<file path="config.mk">
export PLATFORM = sky130hd
export DESIGN_NAME = data_rx_ctrl
export DESIGN_NICKNAME = d
export VERILOG_FILES = /design/src/rtl/data_rx_ctrl_pkg.sv /design/src/rtl/data_rx_ctrl_crc16_d8.sv /design/src/rtl/data_rx_ctrl.sv
export SDC_FILE = /design/constraint.sdc
export NUM_CORES = 2
export LEC_CHECK = 0
export ABC_AREA = 1
export BUFFER_PORTS_ARGS = -buffer_cell sky130_fd_sc_hd__buf_2
export CAP_MARGIN = 20
export CELL_PAD_IN_SITES_DETAIL_PLACEMENT = 1
export CELL_PAD_IN_SITES_GLOBAL_PLACEMENT = 2
export CORE_ASPECT_RATIO = 1.2
export CORE_UTILIZATION = 30
export CTS_CLUSTER_SIZE = 25
export DETAILED_ROUTE_END_ITERATION = 10
export GPL_TIMING_DRIVEN = 1
export PLACE_DENSITY = 0.74
export SYNTH_ARGS = -nofsm -noshare
export SYNTH_HDL_FRONTEND = slang
export SYNTH_HIERARCHICAL = 1
export SYNTH_SLANG_ARGS = --single-unit
</file>
<file path="constraint.sdc">
create_clock -name clk -period 1.7 [get_ports clk]
set_input_delay 0.17 -clock clk [delete_from_list [all_inputs] [get_ports clk]]
set_output_delay 0.17 -clock clk [all_outputs]
set_load 0.05 [all_outputs]
</file>
<file path="src/rtl/data_rx_ctrl_pkg.sv">
// -----------------------------------------------------------------------------
// data_rx_ctrl_pkg
// Shared definitions for the data packet receive controller. It holds the PID
// values, the payload geometry, the CRC16 parameters and the FSM state
// encoding, so the controller and the CRC sub-module use the same values.
// -----------------------------------------------------------------------------
package data_rx_ctrl_pkg;

   localparam logic [7:0]  PID_DATA0     = 8'h3C;
   localparam logic [7:0]  PID_DATA1     = 8'hB4;

   localparam int          PAYLOAD_BYTES = 128;
   localparam int          PAYLOAD_BITS  = PAYLOAD_BYTES * 8;
   localparam logic [6:0]  LAST_PAYLOAD  = 7'(PAYLOAD_BYTES - 1);

   // x^16 + x^15 + x^2 + 1, shifted MSB first
   localparam logic [15:0] CRC16_INIT    = 16'h0000;
   localparam logic [15:0] CRC16_POLY    = 16'h8005;

   typedef enum logic [2:0] {
      ST_IDLE    = 3'd0,
      ST_PAYLOAD = 3'd1,
      ST_CRC_HI  = 3'd2,
      ST_CRC_LO  = 3'd3,
      ST_CHECK   = 3'd4,
      ST_HOLD    = 3'd5,
      ST_DROP    = 3'd6
   } state_t;

   function automatic logic is_data_pid(input logic [7:0] pid);
      return (pid == PID_DATA0) || (pid == PID_DATA1);
   endfunction

endpackage

</file>
<file path="src/rtl/data_rx_ctrl_crc16_d8.sv">
// -----------------------------------------------------------------------------
// crc16_d8
// Combinational byte-wide CRC16 step (x^16+x^15+x^2+1), MSB of the byte
// first, no reflection and no final inversion.
//
// Ports
//   data     : input byte
//   crc      : current CRC register value
//   next_crc : CRC after absorbing the byte
// -----------------------------------------------------------------------------
module crc16_d8
   import data_rx_ctrl_pkg::*;
(
   input  logic [7:0]  data,
   input  logic [15:0] crc,
   output logic [15:0] next_crc
);

   logic fb;

   always_comb begin
      next_crc = crc;
      fb       = 1'b0;
      for (int i = 7; i >= 0; i--) begin
         fb       = next_crc[15] ^ data[i];
         next_crc = {next_crc[14:0], 1'b0} ^ (fb ? CRC16_POLY : 16'h0000);
      end
   end

endmodule

</file>
<file path="src/rtl/data_rx_ctrl.sv">
// -----------------------------------------------------------------------------
// data_rx_ctrl
// Receives DATA0/DATA1 packets (PID, 128 payload bytes, CRC hi, CRC lo),
// checks the CRC16 and the data toggle, and hands good in-sequence payloads
// to a consumer through a valid/ready pair. Handshake pulses report the
// result of every packet with a recognised PID.
//
// Ports
//   clk             : rising-edge clock
//   reset           : synchronous active-high reset
//   rx_byte         : received byte
//   rx_valid        : rx_byte valid this cycle
//   rx_eop          : last byte of packet (qualified by rx_valid)
//   data            : assembled payload, first byte in data[1023:1016]
//   data_valid      : data holds a new good payload
//   data_ready      : consumer accepts data when data_valid is high
//   ack             : one-cycle pulse, good packet (new or duplicate)
//   nak             : one-cycle pulse, bad packet
//   data_error      : one-cycle pulse, CRC / length / overrun fault
//   expected_toggle : 0 expects DATA0, 1 expects DATA1
//   busy            : FSM is not in IDLE
//
// state   | meaning
// --------+-----------------------------------------------------------------
// IDLE    | waiting for a PID byte
// PAYLOAD | collecting 128 payload bytes, CRC running
// CRC_HI  | waiting for CRC high byte
// CRC_LO  | waiting for CRC low byte, which must carry rx_eop
// CHECK   | one cycle: compare CRC and toggle, decide result
// HOLD    | payload presented, waiting for data_ready
// DROP    | discarding bytes through rx_eop (unknown PID or overrun)
// -----------------------------------------------------------------------------
module data_rx_ctrl
   import data_rx_ctrl_pkg::*;
(
   input  logic                    clk,
   input  logic                    reset,
   input  logic [7:0]              rx_byte,
   input  logic                    rx_valid,
   input  logic                    rx_eop,
   output logic [PAYLOAD_BITS-1:0] data,
   output logic                    data_valid,
   input  logic                    data_ready,
   output logic                    ack,
   output logic                    nak,
   output logic                    data_error,
   output logic                    expected_toggle,
   output logic                    busy
);

   state_t                  state;
   state_t                  state_nxt;
   logic [6:0]              cnt;
   logic [15:0]             crc;
   logic [15:0]             crc_nxt;
   logic [15:0]             rx_crc;
   logic                    pid_tog;
   logic                    drop_err;
   logic [PAYLOAD_BITS-1:0] pay_buf;

   // result stage between CHECK and the output pulses
   logic                    res_ack;
   logic                    res_nak;
   logic                    res_load;

   logic                    take_pid;
   logic                    take_payload;
   logic                    take_crc_hi;
   logic                    take_crc_lo;
   logic                    early_fault;
   logic                    drop_fault;
   logic                    drop_err_set;
   logic                    drop_err_clr;
   logic                    chk_ack;
   logic                    chk_nak;
   logic                    chk_load;
   logic                    accept;

   crc16_d8 u_crc (
      .data     (rx_byte),
      .crc      (crc),
      .next_crc (crc_nxt)
   );

   assign busy = (state != ST_IDLE);

   always_comb begin
      state_nxt    = state;
      take_pid     = 1'b0;
      take_payload = 1'b0;
      take_crc_hi  = 1'b0;
      take_crc_lo  = 1'b0;
      early_fault  = 1'b0;
      drop_fault   = 1'b0;
      drop_err_set = 1'b0;
      drop_err_clr = 1'b0;
      chk_ack      = 1'b0;
      chk_nak      = 1'b0;
      chk_load     = 1'b0;
      accept       = 1'b0;

      case (state)
         ST_IDLE: begin
            if (rx_valid) begin
               if (is_data_pid(rx_byte)) begin
                  if (rx_eop) begin
                     // PID-only packet: too short
                     early_fault = 1'b1;
                  end else begin
                     take_pid  = 1'b1;
                     state_nxt = ST_PAYLOAD;
                  end
               end else if (!rx_eop) begin
                  // unknown PID: swallow silently up to rx_eop
                  drop_err_clr = 1'b1;
                  state_nxt    = ST_DROP;
               end
            end
         end

         ST_PAYLOAD: begin
            if (rx_valid) begin
               if (rx_eop) begin
                  early_fault = 1'b1;
                  state_nxt   = ST_IDLE;
               end else begin
                  take_payload = 1'b1;
                  if (cnt == LAST_PAYLOAD) begin
                     state_nxt = ST_CRC_HI;
                  end
               end
            end
         end

         ST_CRC_HI: begin
            if (rx_valid) begin
               if (rx_eop) begin
                  early_fault = 1'b1;
                  state_nxt   = ST_IDLE;
               end else begin
                  take_crc_hi = 1'b1;
                  state_nxt   = ST_CRC_LO;
               end
            end
         end

         ST_CRC_LO: begin
            if (rx_valid) begin
               take_crc_lo = 1'b1;
               if (rx_eop) begin
                  state_nxt = ST_CHECK;
               end else begin
                  // overrun: report once the real end of packet shows up
                  drop_err_set = 1'b1;
                  state_nxt    = ST_DROP;
               end
            end
         end

         ST_CHECK: begin
            state_nxt = ST_IDLE;
            if (crc == rx_crc) begin
               chk_ack = 1'b1;
               if (pid_tog == expected_toggle) begin
                  chk_load  = 1'b1;
                  state_nxt = ST_HOLD;
               end
            end else begin
               chk_nak = 1'b1;
            end
         end

         ST_HOLD: begin
            if (data_valid && data_ready) begin
               accept    = 1'b1;
               state_nxt = ST_IDLE;
            end
         end

         ST_DROP: begin
            if (rx_valid && rx_eop) begin
               drop_fault = drop_err;
               state_nxt  = ST_IDLE;
            end
         end

         default: begin
            state_nxt = ST_IDLE;
         end
      endcase
   end

   always_ff @(posedge clk) begin
      if (reset) begin
         state           <= ST_IDLE;
         cnt             <= '0;
         crc             <= CRC16_INIT;
         rx_crc          <= '0;
         pid_tog         <= 1'b0;
         drop_err        <= 1'b0;
         pay_buf         <= '0;
         res_ack         <= 1'b0;
         res_nak         <= 1'b0;
         res_load        <= 1'b0;
         data            <= '0;
         data_valid      <= 1'b0;
         ack             <= 1'b0;
         nak             <= 1'b0;
         data_error      <= 1'b0;
         expected_toggle <= 1'b0;
      end else begin
         state <= state_nxt;

         if (take_pid) begin
            pid_tog <= (rx_byte == PID_DATA1);
            cnt     <= '0;
            crc     <= CRC16_INIT;
         end

         if (take_payload) begin
            cnt     <= cnt + 7'd1;
            crc     <= crc_nxt;
            pay_buf <= {pay_buf[PAYLOAD_BITS-9:0], rx_byte};
         end

         if (take_crc_hi) begin
            rx_crc[15:8] <= rx_byte;
         end
         if (take_crc_lo) begin
            rx_crc[7:0] <= rx_byte;
         end

         if (drop_err_set) begin
            drop_err <= 1'b1;
         end else if (drop_err_clr) begin
            drop_err <= 1'b0;
         end

         res_ack  <= chk_ack;
         res_nak  <= chk_nak;
         res_load <= chk_load;

         // CHECK results leave through one extra register stage; length
         // faults are reported straight from the byte that exposed them
         ack        <= res_ack;
         nak        <= res_nak | early_fault | drop_fault;
         data_error <= res_nak | early_fault | drop_fault;

         if (res_load) begin
            data            <= pay_buf;
            data_valid      <= 1'b1;
            expected_toggle <= ~expected_toggle;
         end else if (accept) begin
            data_valid <= 1'b0;
         end
      end
   end

endmodule
</file>
==> results.md <==
- NumNets Final: 10400
- Core Area: 0.241 mm2
- Final max-slew violation count: 0
- Worst-skew pair later-pin latency: 910 ps
- Layout Cells excl Fill: 13800
- DRT Wirelength: 298000 um
- Worst setup path startpoint: crc[14]
- Gr usage total: 0.221
- Synth unique cells: 35
- Hold Vio Cnt, Final: 0
- Area leader, netlist: dfxtp_1
- Area share of fa/ha/maj cells after synthesis: 0.000172
- Final setup vio count: 1206
- Worst slew pin tran: 748 ps
- Worst Path Max Fanout: 4
- Final ANT Viol Nets: 0
- CTS tree: done
- Synth Net Count: 9327
- Critical path endpoint: crc[1]
- Failing checks: negative setup slack
- Worst slew margin: 0.502
- Iteration-0 DRC Markers: 4041
- Reg2Reg Launch Point: crc[14]
- WL/cell: 21.6 um
- Final core utilization: 0.412
- Post-synthesis sequential element count: 2099
- Synth cell count leaders: nor2_1 (4134), dfxtp_1 (2099), o21ai_0 (1169), o21ai_1 (903), clkbuf_1 (404)
- PnR Total Power: 158 mW
- Clock-pin slew on the worst setup and hold paths: 60 ps
- Chip height: 542 um
- Simple-Gate Fraction of Synth Area: 0.225
- Minimum clock period: 2020 ps
- Max_cap viols: 0
- Max clock buf depth: 4
- Synth Cell Area: 0.0728 mm2
- Cell Pwr Density: 1590 mW/mm2
- Area Growth Syn to Fin: 36.1%
- Ranking of synthesized cells by area: dfxtp_1 (58%), nor2_1 (21%), o21ai_0 (8.0%)
- Number of synthesized flops with an enable pin: 0
- GR Overflow Total: 0
- Vias/cell: 4.84
- Share of cells above drive strength 1: 0.245
- DRT Pass-1 Iters: 7
- Ys async rst share: 0
- Count leader, synth: nor2_1
- Largest net degree at the start of global routing: 191
- RSZ-0062 raised after global routing: yes
- CP startpoint kind: register
- Min-delay worst type: in2reg
- DRC: 0
- Tcrit/Tclk final: 1.19
- Mean Syn Cell Area: 7.82 um2
- CTS sink cnt: 2099
- HPWL after DPL: 194000 um
- Leak: 49.4 nW
- CP Data Required Time: 2490 ps
- Main combinational cell family by area after synthesis: simple AND/OR/NAND/NOR gates
- Fin Setup TNS: -162330 ps
- Num CTS Buffers: 225
- VDD IR-drop max: 1080 uV
- Die footprint: 0.245 mm2
- Vias in the first global route: 67000
- Dpl cells: 13200
- XOR/XNOR share of the synthesized area: 0.00215
- CP arrival: 2810 ps
- Final setup margin: -319 ps
- Post-synthesis mux area share: 0
- WHS Path Cells: 4
- Critical R2R Capture: crc[1]
- First-pass GRT wire length: 422000 um
- Maximum clock rate: 495 MHz
- Ys flop type: dfxtp_1
- FF-to-FF path depth: 18
- CTS H-Tree Depth: 4
- Final GP Congestion: 0.846
- Outcome: finished, violations left
- Floorplan row count: 197
- Final Skew: 63.5 ps
- Pre-CTS setup slack: -247 ps
- Share of the synthesized area in the top cell type: 0.577
- Worst setup path class: reg2reg
- Root buffer cell: clkbuf_16
- Initial antenna violation count: 3
- Crit. End Element: register
- R2r setup slk: -320 ps
- Initial core utilization: 0.302
- Sequential area share after synthesis: 0.577
- Synth warn: 6
- Syn Inst Count: 9313
- Number of I/O pins: 1043
- Port-buffer cells: 1042
- DIE WIDTH: 452 um
- Routed via count: 66800
- Synth Area in Compound Gates: 0.146
final cells by class:
cell class / count / area, um2
fillers: 28300 / 142000
flip-flops and latches: 2099 / 42500
multi-input cells: 6445 / 28900
repair buffers: 1580 / 16100
clock buffers: 348 / 6730
well taps: 3184 / 3980
clock inverters: 61 / 628
inverters: 66 / 294
repair inverters: 1 / 11.3
diodes: 4 / 10.0
state kept, by name (all words and copies together), names as in the netlist:
signal / cells
data: 1024
state: 3
pay_buf: 1024
rx_crc: 16
data_valid: 1
cnt: 7
res_nak: 1
data_error: 1
ack: 1
pid_tog: 1
drop_err: 1
res_load: 1
crc: 16
res_ack: 1
expected_toggle: 1
per-layer routing:
metal / GRT usage / vias up / part of all wire
met3: 0.0393 / 417 / 0.046
met1: 0.280 / 32800 / 0.44
met4: 0.0871 / 4 / 0.039
met2: 0.369 / 1415 / 0.48
li1: - / 32200 / -
met5: 0 / - / 0.000084
per-stage QoR:
stage               cell area [um2]  hold WS [ps]
floorplan                     72800           305
detailed placement            82700           445
global placement              82700           437
CTS                           94000           165
finish                        99100           229
global route                  99100           234
logic make-up (layout without fill, tap and decap cells):
family                     count (synthesis)  in the layout
DFF                                     2099           2099
AOI/OAI and AO/OA                       2119           2119
adders and majority gates                  1              1
and+or+nand+nor                         4308           4308
other                                      0              4
xor gates and xnor gates                  17             17
buffers and inverters                    769           2056
power by group:
part	internal [mW]	switching, mW	leakage, nW
combinational	12.4	33.3	28.7
sequential	56.3	6.28	17.1
clock	28.5	21.0	3.64
repair_timing:
action / CTS / global route
hold buffers: 13 / 1
hold endpoints to repair: 239 / 3
pin swaps: 21 / 160
buffers inserted: 25 / 47
endpoints found under the setup margin: 1739 / 1694
gates cloned: 22 / 121
gates resized for setup: 1085 / 569
worst max-delay path: stages (launching register included):
cell	delay, ps
dfxtp_4	390
inv_2	40
nand2_1	50
nand2_1	60
nand2_2	120
nand2_4	70
nand2_4	90
nand2_4	80
nand2_4	80
nand3_4	110
nand2_4	120
nand2_4	60
nand3_4	120
nand2_4	100
buf_4	150
buf_6	100
inv_2	40
nand2_2	50
a21oi_2	110
layout by cell type (no fill, tap or decap), types with 49 or more instances in the layout:
cell	n
nand2_1	89
buf_12	132
buf_4	182
nor2_1	3917
clkbuf_8	62
o21ai_0	1162
dfxtp_2	239
nor2_2	128
buf_16	59
inv_1	54
clkbuf_16	316
buf_2	729
buf_8	49
nor2_4	92
dfxtp_1	1816
buf_6	324
o21ai_1	794
o21ai_2	107
clkbuf_1	60
worst min path at each step:
stage,from,slack [ps],to
2_1_floorplan,rx_byte[3],300,rx_crc[11]
3_3_place_gp,res_nak,440,data_error
3_5_place_dp,res_nak,450,data_error
4_1_cts,rx_byte[1],170,rx_crc[9]
5_1_grt,rx_byte[2],230,rx_crc[10]
6_report,rx_byte[1],230,pay_buf[1]
Power figures use the tool's default switching activity.
